$ cat config.mk
export PLATFORM = sky130hd
export DESIGN_NAME = timer_irq_scheduler
export DESIGN_NICKNAME = d
export VERILOG_FILES = /design/src/rtl/timer_irq_scheduler.sv
export SDC_FILE = /design/constraint.sdc
export NUM_CORES = 1
export LEC_CHECK = 0
export ABC_AREA = 1
export CORE_UTILIZATION = 50
export CTS_BUF_LIST = sky130_fd_sc_hd__clkbuf_16
export DETAILED_ROUTE_END_ITERATION = 6
export GPL_ROUTABILITY_DRIVEN = 1
export PLACE_DENSITY = 0.67
export SLEW_MARGIN = 20
export SYNTH_ARGS = -nofsm -noshare
export SYNTH_HDL_FRONTEND = slang
export SYNTH_SLANG_ARGS = --single-unit
$ cat constraint.sdc
create_clock -name clk -period 12.6 [get_ports clk]
set_clock_uncertainty 0.05 [all_clocks]
set_input_delay 1.26 -clock clk [delete_from_list [all_inputs] [get_ports clk]]
set_output_delay 1.26 -clock clk [all_outputs]
set_load 0.1 [all_outputs]
$ cat src/rtl/timer_irq_scheduler.sv
// Shared-counter deadline scheduler: NCH channels compared against one free-running
// counter, expiries dispatched round-robin onto a single acknowledged interrupt line.
module timer_irq_scheduler #(
    parameter int NCH = 4,
    parameter int W   = 32,
    parameter int CW  = $clog2(NCH)
) (
    input  logic           clk,
    input  logic           rst,
    input  logic           cfg_wr,
    input  logic [CW-1:0]  cfg_ch,
    input  logic [W-1:0]   cfg_delay,
    input  logic           cfg_periodic,
    input  logic           irq_ack,
    output logic           irq,
    output logic [CW-1:0]  irq_ch,
    output logic [NCH-1:0] armed,
    output logic [NCH-1:0] pending,
    output logic [NCH-1:0] overrun,
    output logic [W-1:0]   now
);

    typedef enum logic [1:0] {
        S_IDLE,
        S_ASSERT,
        S_GAP
    } state_t;

    state_t         r_state;
    state_t         w_state_nxt;
    logic [W-1:0]   r_now;
    logic [W-1:0]   r_deadline [NCH];
    logic [W-1:0]   r_period   [NCH];
    logic [NCH-1:0] r_periodic;
    logic [NCH-1:0] r_armed;
    logic [NCH-1:0] r_pending;
    logic [NCH-1:0] r_overrun;
    logic           r_irq;
    logic [CW-1:0]  r_irq_ch;
    logic [CW-1:0]  r_rr_ptr;
    logic           r_ack_q;

    logic           w_ack_edge;
    logic [NCH-1:0] w_expire;
    logic [NCH-1:0] w_in_service;
    logic           w_any;
    logic [CW-1:0]  w_pick;
    logic           w_dispatch;
    logic [CW-1:0]  w_rr_next;

    // First requester at or after ptr, wrapping; MSB of the result flags a hit.
    function automatic logic [CW:0] rr_pick(input logic [NCH-1:0] req, input logic [CW-1:0] ptr);
        logic [CW:0] res;
        int unsigned idx;
        res = '0;
        for (int unsigned i = 0; i < NCH; i++) begin
            idx = 32'(ptr) + i;
            if (idx >= NCH) idx = idx - NCH;
            if (!res[CW] && req[idx[CW-1:0]]) res = {1'b1, idx[CW-1:0]};
        end
        return res;
    endfunction

    assign w_ack_edge = irq_ack & ~r_ack_q;
    assign w_rr_next  = (r_irq_ch == CW'(NCH - 1)) ? '0 : r_irq_ch + 1'b1;

    always_comb begin
        w_expire     = '0;
        w_in_service = '0;
        for (int unsigned c = 0; c < NCH; c++) begin
            w_expire[c]     = r_armed[c] && (r_now == r_deadline[c]);
            w_in_service[c] = (r_state == S_ASSERT) && (r_irq_ch == CW'(c));
        end
        {w_any, w_pick} = rr_pick(r_pending, r_rr_ptr);
    end

    always_comb begin
        w_state_nxt = r_state;
        w_dispatch  = 1'b0;
        case (r_state)
            S_IDLE: begin
                if (w_any) begin
                    w_dispatch  = 1'b1;
                    w_state_nxt = S_ASSERT;
                end
            end
            S_ASSERT: if (w_ack_edge) w_state_nxt = S_GAP;
            S_GAP:    w_state_nxt = S_IDLE;
            default:  w_state_nxt = S_IDLE;
        endcase
    end

    always_ff @(posedge clk or posedge rst) begin
        if (rst) begin
            r_state  <= S_IDLE;
            r_irq    <= 1'b0;
            r_irq_ch <= '0;
            r_rr_ptr <= '0;
            r_ack_q  <= 1'b0;
        end else begin
            r_state <= w_state_nxt;
            r_irq   <= (w_state_nxt == S_ASSERT);
            r_ack_q <= irq_ack;
            if (w_dispatch) r_irq_ch <= w_pick;
            if (r_state == S_ASSERT && w_ack_edge) r_rr_ptr <= w_rr_next;
        end
    end

    // A write to a channel overrides whatever its expiry or dispatch would do this cycle.
    always_ff @(posedge clk or posedge rst) begin
        if (rst) begin
            r_now      <= '0;
            r_periodic <= '0;
            r_armed    <= '0;
            r_pending  <= '0;
            r_overrun  <= '0;
            for (int unsigned c = 0; c < NCH; c++) begin
                r_deadline[c] <= '0;
                r_period[c]   <= '0;
            end
        end else begin
            r_now <= r_now + 1'b1;
            for (int unsigned c = 0; c < NCH; c++) begin
                if (cfg_wr && cfg_ch == CW'(c)) begin
                    if (cfg_delay != '0) begin
                        r_deadline[c] <= r_now + cfg_delay;
                        r_period[c]   <= cfg_delay;
                        r_periodic[c] <= cfg_periodic;
                        r_armed[c]    <= 1'b1;
                    end else begin
                        r_armed[c]    <= 1'b0;
                    end
                    r_pending[c] <= 1'b0;
                    r_overrun[c] <= 1'b0;
                end else begin
                    if (w_dispatch && w_pick == CW'(c)) r_pending[c] <= 1'b0;
                    if (w_expire[c]) begin
                        if (r_pending[c] || w_in_service[c]) r_overrun[c] <= 1'b1;
                        else                                 r_pending[c] <= 1'b1;
                        if (r_periodic[c]) r_deadline[c] <= r_deadline[c] + r_period[c];
                        else               r_armed[c]    <= 1'b0;
                    end
                end
            end
        end
    end

    assign irq     = r_irq;
    assign irq_ch  = r_irq_ch;
    assign armed   = r_armed;
    assign pending = r_pending;
    assign overrun = r_overrun;
    assign now     = r_now;

endmodule

==> flow_summary_export.csv, run 1 <==
group,metric,value,unit
outcome,outcome,"finished clean",
critical_path,path_cells,"clkdlybuf4s50_1 -> nor3_1 -> nand3_1 -> nor2_1 -> nand3_2 -> o21ai_4 -> buf_4 -> nand2_2 -> inv_2 -> nand2_1 -> nand2_1",
critical_path,rr_startpoint,"now[19]",
yosys,syn_nets,4748,
cts,clock-sinks,312,
cts,cts_resized,0,
power_and_ir_drop,p_sw_share,47.7,%
cts,cts_buffer_depth,3,
timing,relSlewSlack,32.8,%
yosys,yosysSeqAreaShare,28.6,%
place,place_area,28700,um2
cells_and_area,syn2layout_area_growth,10.0,%
place,place_worst_setup_slack,7570,ps
cells_and_area,fin_area,30000,um2
cells_and_area,final_cells,5312,
place,gp_congestion,0.973,
power_and_ir_drop,p_int,0.00313,W
hold_path,hold_path.class,"reg -> reg",
cts,clk_latency,580,ps
cts,cts_tree,"yes",
yosys,avgSynthCellArea,6.01,um2
timing,rsz0062_at_grt,"no",
yosys,async_flop_share,100,%
cts,cts_setup_buffers,0,
drt,dr.pass1.iters,7,
critical_path,crit_path_frequent_cell,"nand2_1",
critical_path,start_kind,"input pin",
cts,cts_root_buf,"clkbuf_16",
critical_path,reg2regPathDepth,11,
critical_path,crit_family,"simple AND/OR/NAND/NOR gates",
yosys,syn_inst,4544,
timing,layout_setup_ws,8050,ps
place,io_buffers,85,
global_routing,grt_overflow_total,0,
yosys,yosysWarnings,0,
critical_path,criticalPathCategory,"in -> reg",
critical_path,end_kind,"register",
floorplanning,initial_core_util,50.7,%
cts,ctsHtreeMaxLevel,2,
floorplanning,core_area,53900,um2
drt,antenna_left,0,
global_routing,grt_pass1_wl,156000,um
yosys,synth.distinct_cells,43,
critical_path,crit_buf_inv,3,
timing,fmax,220,MHz
timing,finalSetupViolations,0,
power_and_ir_drop,ir_drop,151,uV
yosys,synth-edff-count,0,
power_and_ir_drop,p_clk_share,20.4,%
drt,vias_per_cell,5.38,
place,post-dp-hpwl,82500,um
critical_path,worst_ep_arrival_time,5010,ps
timing,drv_slew,0,
global_routing,grt_max_degree,155,
timing,fin_crit_sh,36.1,%
cells_and_area,final_nets,4792,
yosys,syn_area,27300,um2
drt,drc,0,
power_and_ir_drop,p_comb_share,52.9,%
critical_path,critPathRequiredTime,13060,ps
power_and_ir_drop,pwr-share-seq,26.7,%
power_and_ir_drop,p_leak,17.6,nW
place,dp_cells,5244,
power_and_ir_drop,power_density,199,nW/um2
floorplanning,die_area,55600,um2
hold_path,worstHoldStart,"r_period[29]",
hold_path,hold_depth,2,
run,drv_cap,0,
drt,wire_per_inst,19.7,um
critical_path,reg2reg_to,"r_deadline[42]",
critical_path,reg2reg_slack,8810,ps
floorplanning,pin_count,86,
timing,fin_crit,4550,ps
yosys,dominantRegCellSynth,"dfrtp_1",
cts,cts_hold_buf,0,
floorplanning,row_count,85,
global_routing,grt_usage,37.4,%
timing,final_hold_viol_count,0,
power_and_ir_drop,p_switching,0.00285,W
global_routing,grt_pass1_vias,26900,
timing,fin_setup_tns,0,ps
cells_and_area,drive_gt1_share,2.97,%
drt,drt_iter0_drc,2416,
floorplanning,die_w,236,um
cts,clk_pin_slew_worst_paths,60,ps
cells_and_area,n_fill_cell,5569,
cells_and_area,n_antenna_cell,0,
global_routing,antenna_found_initial,0,
drt,via_count,28600,
floorplanning,dieHeight,236,um
cts,cts_buffers,38,
critical_path,cp_max_fo,39,
hold_path,min_to,"r_period[29]",
critical_path,slowest_stage,"clkdlybuf4s50_1",
yosys,ys_seq_elements,312,
timing,worstMarginPinSlew,1000,ps
drt,finalWirelength,105000,um
critical_path,max_stage_delay,680,ps
==> worst register-to-register path: cells and delay by family, from the launching register on <==
family,cells,cell delay (ps)
compound gates,1,150
buf+inv,2,800
flops,1,860
simple gates,8,1820
==> cells in the final DEF, fill, tap and decap left out, types with 6 or more instances in the layout <==
cell type	n
bufinv_16	8
xnor2_1	36
nand2_1	2078
ha_1	160
inv_2	15
clkdlybuf4s50_1	85
nand3b_1	17
a21o_1	11
nand4_1	35
dfrtp_1	312
o22ai_1	7
clkinv_1	6
buf_4	17
o21ai_1	24
nand3_1	358
nor2_1	264
xor2_1	80
clkbuf_16	41
a21oi_1	133
and3_1	7
o21ai_0	114
nor3_1	44
inv_1	672
o21bai_1	14
or2_2	23
==> metrics by stage <==
step / total power [W] / hold slack [ps] / utilization, %
CTS: 0.00593 / 437 / 55.7
global placement: 0.00468 / 420 / 53.2
floorplan: 0.00386 / 403 / -
detailed placement: 0.00470 / 421 / 53.2
global route: 0.00647 / 460 / 55.7
finish: 0.00598 / 434 / 55.7
==> Yosys cell counts (2+ instances only) <==
| cell | number | area (um2) |
|---|---|---|
| a21boi_0 | 4 | 30.0 |
| o21ai_0 | 114 | 571 |
| nand3_2 | 2 | 20.0 |
| a21oi_1 | 133 | 666 |
| nor3_1 | 46 | 230 |
| o21ai_4 | 4 | 65.1 |
| nand3_1 | 358 | 1790 |
| buf_4 | 11 | 82.6 |
| nor3_2 | 5 | 50.1 |
| nor2_2 | 2 | 12.5 |
| inv_2 | 15 | 56.3 |
| buf_6 | 6 | 67.6 |
| and3_1 | 7 | 43.8 |
| inv_1 | 665 | 2500 |
| o21ai_1 | 24 | 120 |
| buf_2 | 41 | 205 |
| nand4_1 | 35 | 219 |
| nand2_2 | 4 | 25.0 |
| nor2_1 | 264 | 991 |
| nand2_1 | 2078 | 7800 |
| ha_1 | 160 | 2000 |
| or2_2 | 23 | 144 |
| o22ai_1 | 7 | 43.8 |
| nand3b_1 | 17 | 128 |
| nor4_2 | 5 | 62.6 |
| nor3b_1 | 2 | 15.0 |
| o21bai_1 | 14 | 105 |
| xnor2_1 | 36 | 315 |
| clkbuf_1 | 38 | 143 |
| clkbuf_2 | 2 | 10.0 |
| fa_1 | 5 | 100 |
| nor4_1 | 5 | 31.3 |
| dfrtp_1 | 312 | 7810 |
| xor2_1 | 80 | 701 |
| o21a_1 | 2 | 15.0 |
| a21o_1 | 11 | 82.6 |
==> worst max-delay path by stage <==
stage | startpoint | to | cells after the start
after global routing | cfg_delay[16] | r_deadline[113] | 11
after global placement | cfg_delay[16] | r_deadline[115] | 11
after floorplan | rst | armed[0] | 1
after CTS | cfg_delay[16] | r_deadline[115] | 11
final | cfg_delay[16] | r_deadline[108] | 11
after detailed placement | cfg_delay[16] | r_deadline[118] | 11
==> power by group through the flow <==
stage | combinational (W) | sequential, W | clock (W)
after global routing | 0.00358 | 0.00162 | 0.00126
after detailed placement | 0.00311 | 0.00160 | 0
after floorplan | 0.00233 | 0.00153 | 0
final | 0.00316 | 0.00159 | 0.00122
after CTS | 0.00312 | 0.00158 | 0.00122
after global placement | 0.00308 | 0.00160 | 0
==> sequential cells by signal, summed over array words and instances, names as in the netlist <==
register    cells
r_rr_ptr        2
r_state         2
pending         4
r_deadline    128
irq             1
r_period      128
armed           4
now            32
r_periodic      4
r_ack_q         1
overrun         4
irq_ch          2
==> logic make-up after synthesis <==
logic type / count (synthesis) / synth area share, %
compound gates: 316 / 6.30
xor+xnor: 116 / 3.72
fa+ha+maj: 165 / 7.70
buf+inv: 779 / 11.2
flops: 312 / 28.6
simple gates: 2856 / 42.5
==> routing by layer <==
layer | up-vias | part of all wire [%] | wire [um] | global-route usage (%)
li1 | 14100 | - | - | -
met1 | 13100 | 42 | 44000 | 49.1
met2 | 1134 | 44 | 46100 | 59.4
met3 | 228 | 8.5 | 8860 | 6.33
met4 | 0 | 5.3 | 5570 | 18.6
met5 | - | 0 | 0 | 0
==> final cells by class <==
class	count	area, um2	area share, %
inverters	680	2560	8.52
clock inverters	27	318	1.06
multi-input cells	3453	16500	54.8
flip-flops and latches	312	7810	26.0
clock buffers	41	1030	3.41
repair buffers	103	998	3.32
well taps	696	871	2.90
Note: power is estimated with default switching activity, not from simulation.
==> inputs of run 2 (changes only) <==
--- a/config.mk
+++ b/config.mk
@@ -10,7 +10,7 @@
 export CTS_BUF_LIST = sky130_fd_sc_hd__clkbuf_16
 export DETAILED_ROUTE_END_ITERATION = 6
 export GPL_ROUTABILITY_DRIVEN = 1
-export PLACE_DENSITY = 0.67
+export PLACE_DENSITY = 0.7
 export SLEW_MARGIN = 20
 export SYNTH_ARGS = -nofsm -noshare
 export SYNTH_HDL_FRONTEND = slang
==> constraint.sdc (replaced) <==
create_clock -name clk -period 4 [get_ports clk]
set_clock_uncertainty 0.05 [all_clocks]
set_input_delay 0.4 -clock clk [delete_from_list [all_inputs] [get_ports clk]]
set_output_delay 0.4 -clock clk [all_outputs]
set_load 0.1 [all_outputs]
==> run 2 against run 1 <==
Sequential power increased to 3.3 times the previous value. Via count increased by 2.4%. Power increased to 3.2 times the previous value. Core utilization increased by 0.71 points. Critical endpoint is now r_deadline[66]. Largest power group unchanged.
==> flow_summary_export.csv, run 2 (synthesis results as in run 1) <==
group,metric,value,unit
place,post-dp-hpwl,86700,um
timing,hold_ws,93.9,ps
outcome,outcome,"finished clean",
global_routing,antenna_found_initial,2,
cts,cts_setup_buffers,0,
cts,cts_resized,0,
power_and_ir_drop,p_leak,17.8,nW
timing,fin_crit,3150,ps
place,gp_congestion,1.00,
critical_path,reg2reg_to,"r_deadline[66]",
cts,cts_buffer_depth,3,
global_routing,grt_overflow_total,0,
critical_path,reg2reg_slack,850,ps
floorplanning,row_count,85,
timing,final_hold_viol_count,0,
cells_and_area,n_fill_cell,5571,
drt,vias_per_cell,5.45,
power_and_ir_drop,power_density,634,nW/um2
critical_path,reg2regPathDepth,13,
cells_and_area,layout_commonest_cell,"nand2_1",
critical_path,max_stage_delay,600,ps
cts,clk_latency,570,ps
cells_and_area,regArea,7810,um2
run,drv_cap,0,
floorplanning,die_w,236,um
timing,worstMarginPinSlew,1030,ps
critical_path,cp_max_fo,17,
cells_and_area,drive_gt1_share,3.92,%
cells_and_area,final_cells,5361,
critical_path,crit_path_frequent_cell,"nand2_1",
global_routing,grt_pass1_vias,27300,
cts,cts_hold_buf,0,
cts,cts_tree,"yes",
floorplanning,core_area,53900,um2
timing,rsz0062_at_grt,"no",
cells_and_area,fin_area,30400,um2
critical_path,slowest_stage,"dfrtp_1",
cells_and_area,multi_input_area,16500,um2
critical_path,path_cells,"inv_1 -> nand2_1 -> nand2_1 -> inv_1 -> nand4_1 -> nor2_1 -> nand2_1 -> nor2_2 -> nand3_1 -> nand2_2 -> buf_4 -> o21ai_0 -> nand2_1",
place,dp_cells,5291,
critical_path,critPathLaunch,"now[3]",
critical_path,crit_end,"r_deadline[66]",
drt,wire_per_inst,20.4,um
drt,dr.pass1.iters,7,
timing,finalSetupViolations,0,
place,place_worst_setup_slack,506,ps
cts,cts_buffers,39,
cts,cts_root_buf,"clkbuf_16",
critical_path,end_kind,"register",
critical_path,start_kind,"register",
global_routing,grt_max_degree,142,
drt,via_count,29200,
cells_and_area,final_cell_mix,"nand2_1, inv_1, nand3_1",
cts,ctsHtreeMaxLevel,2,
drt,drc,0,
drt,finalWirelength,109000,um
critical_path,worst_ep_arrival_time,3600,ps
global_routing,grt_pass1_wl,163000,um
cts,clock-sinks,312,
timing,drv_slew,0,
critical_path,criticalPathCategory,"reg -> reg",
floorplanning,dieHeight,236,um
timing,relSlewSlack,30.9,%
critical_path,critPathRequiredTime,4450,ps
timing,fin_crit_sh,78.8,%
floorplanning,die_area,55600,um2
power_and_ir_drop,ir_drop,295,uV
drt,drt_iter0_drc,2890,
timing,layout_setup_ws,847,ps
cells_and_area,syn2layout_area_growth,11.4,%
timing,fmax,317,MHz
drt,antenna_left,0,
cells_and_area,final_nets,4840,
floorplanning,initial_core_util,50.7,%
global_routing,grt_usage,39.2,%
place,place_area,29100,um2
place,io_buffers,85,
hold_path,hold_path.class,"in -> async",
critical_path,rr_startpoint,"now[3]",
cts,clk_pin_slew_worst_paths,60,ps
floorplanning,pin_count,86,
-- run 2: cell count changes in the layout (fill, tap and decap cells not counted) --
cell,previous run,this run
buf_12,1,6
buf_4,17,59
clkbuf_16,41,39
clkinv_1,6,11
clkinv_2,5,3
clkinv_4,0,1
clkinvlp_4,0,2
diode_2,0,2
inv_1,672,668
inv_6,0,1
inv_8,1,0
-- run 2: worst min path at each step --
stage,end,slack [ps],start,cells after the start
floorplan,r_ack_q,380,irq_ack,0
finish,r_period[69],90,rst,2
detailed placement,r_period[12],420,r_period[12],2
CTS,r_period[69],90,rst,2
global placement,r_period[117],420,r_period[117],2
global route,r_period[69],140,rst,2
-- run 2: layout make-up --
cell class	instances	area share, %
Inverter	680	8.40
Tap cell	696	2.86
Sequential cell	312	25.7
Clock buffer	39	3.21
Multi-Input combinational cell	3453	54.1
Clock inverter	29	1.11
Antenna cell	2	0.0164
Timing Repair Buffer	150	4.65
-- run 2: critical path: cells and delay by family, from the launching register on --
family	cells	cell delay [ps]
AOI/OAI and AO/OA	1	130
buffers and inverters	3	590
DFF	1	600
and+or+nand+nor	9	1690
-- run 2: through the flow --
step	total power [W]	setup TNS [ps]	util, %
floorplan	0.0122	-188730	-
global placement	0.0152	0	54.0
detailed placement	0.0153	0	54.0
CTS	0.0191	0	56.4
global route	0.0208	0	56.4
finish	0.0193	0	56.4
-- run 2: where the power goes --
group / switching [W] / internal, W
sequential: 0.00118 / 0.00402
combinational: 0.00681 / 0.00352
clock: 0.00148 / 0.00228
total: 0.00946 / 0.00982
-- run 2: metal layers --
metal  up-vias  routed length [um]  GRT usage (%)
met5         -                  10              0
met4         2                5210           17.3
met3       243               10500           6.03
met2      1293               49000           63.2
met1     13500               44700           52.1
li1      14200                   -              -
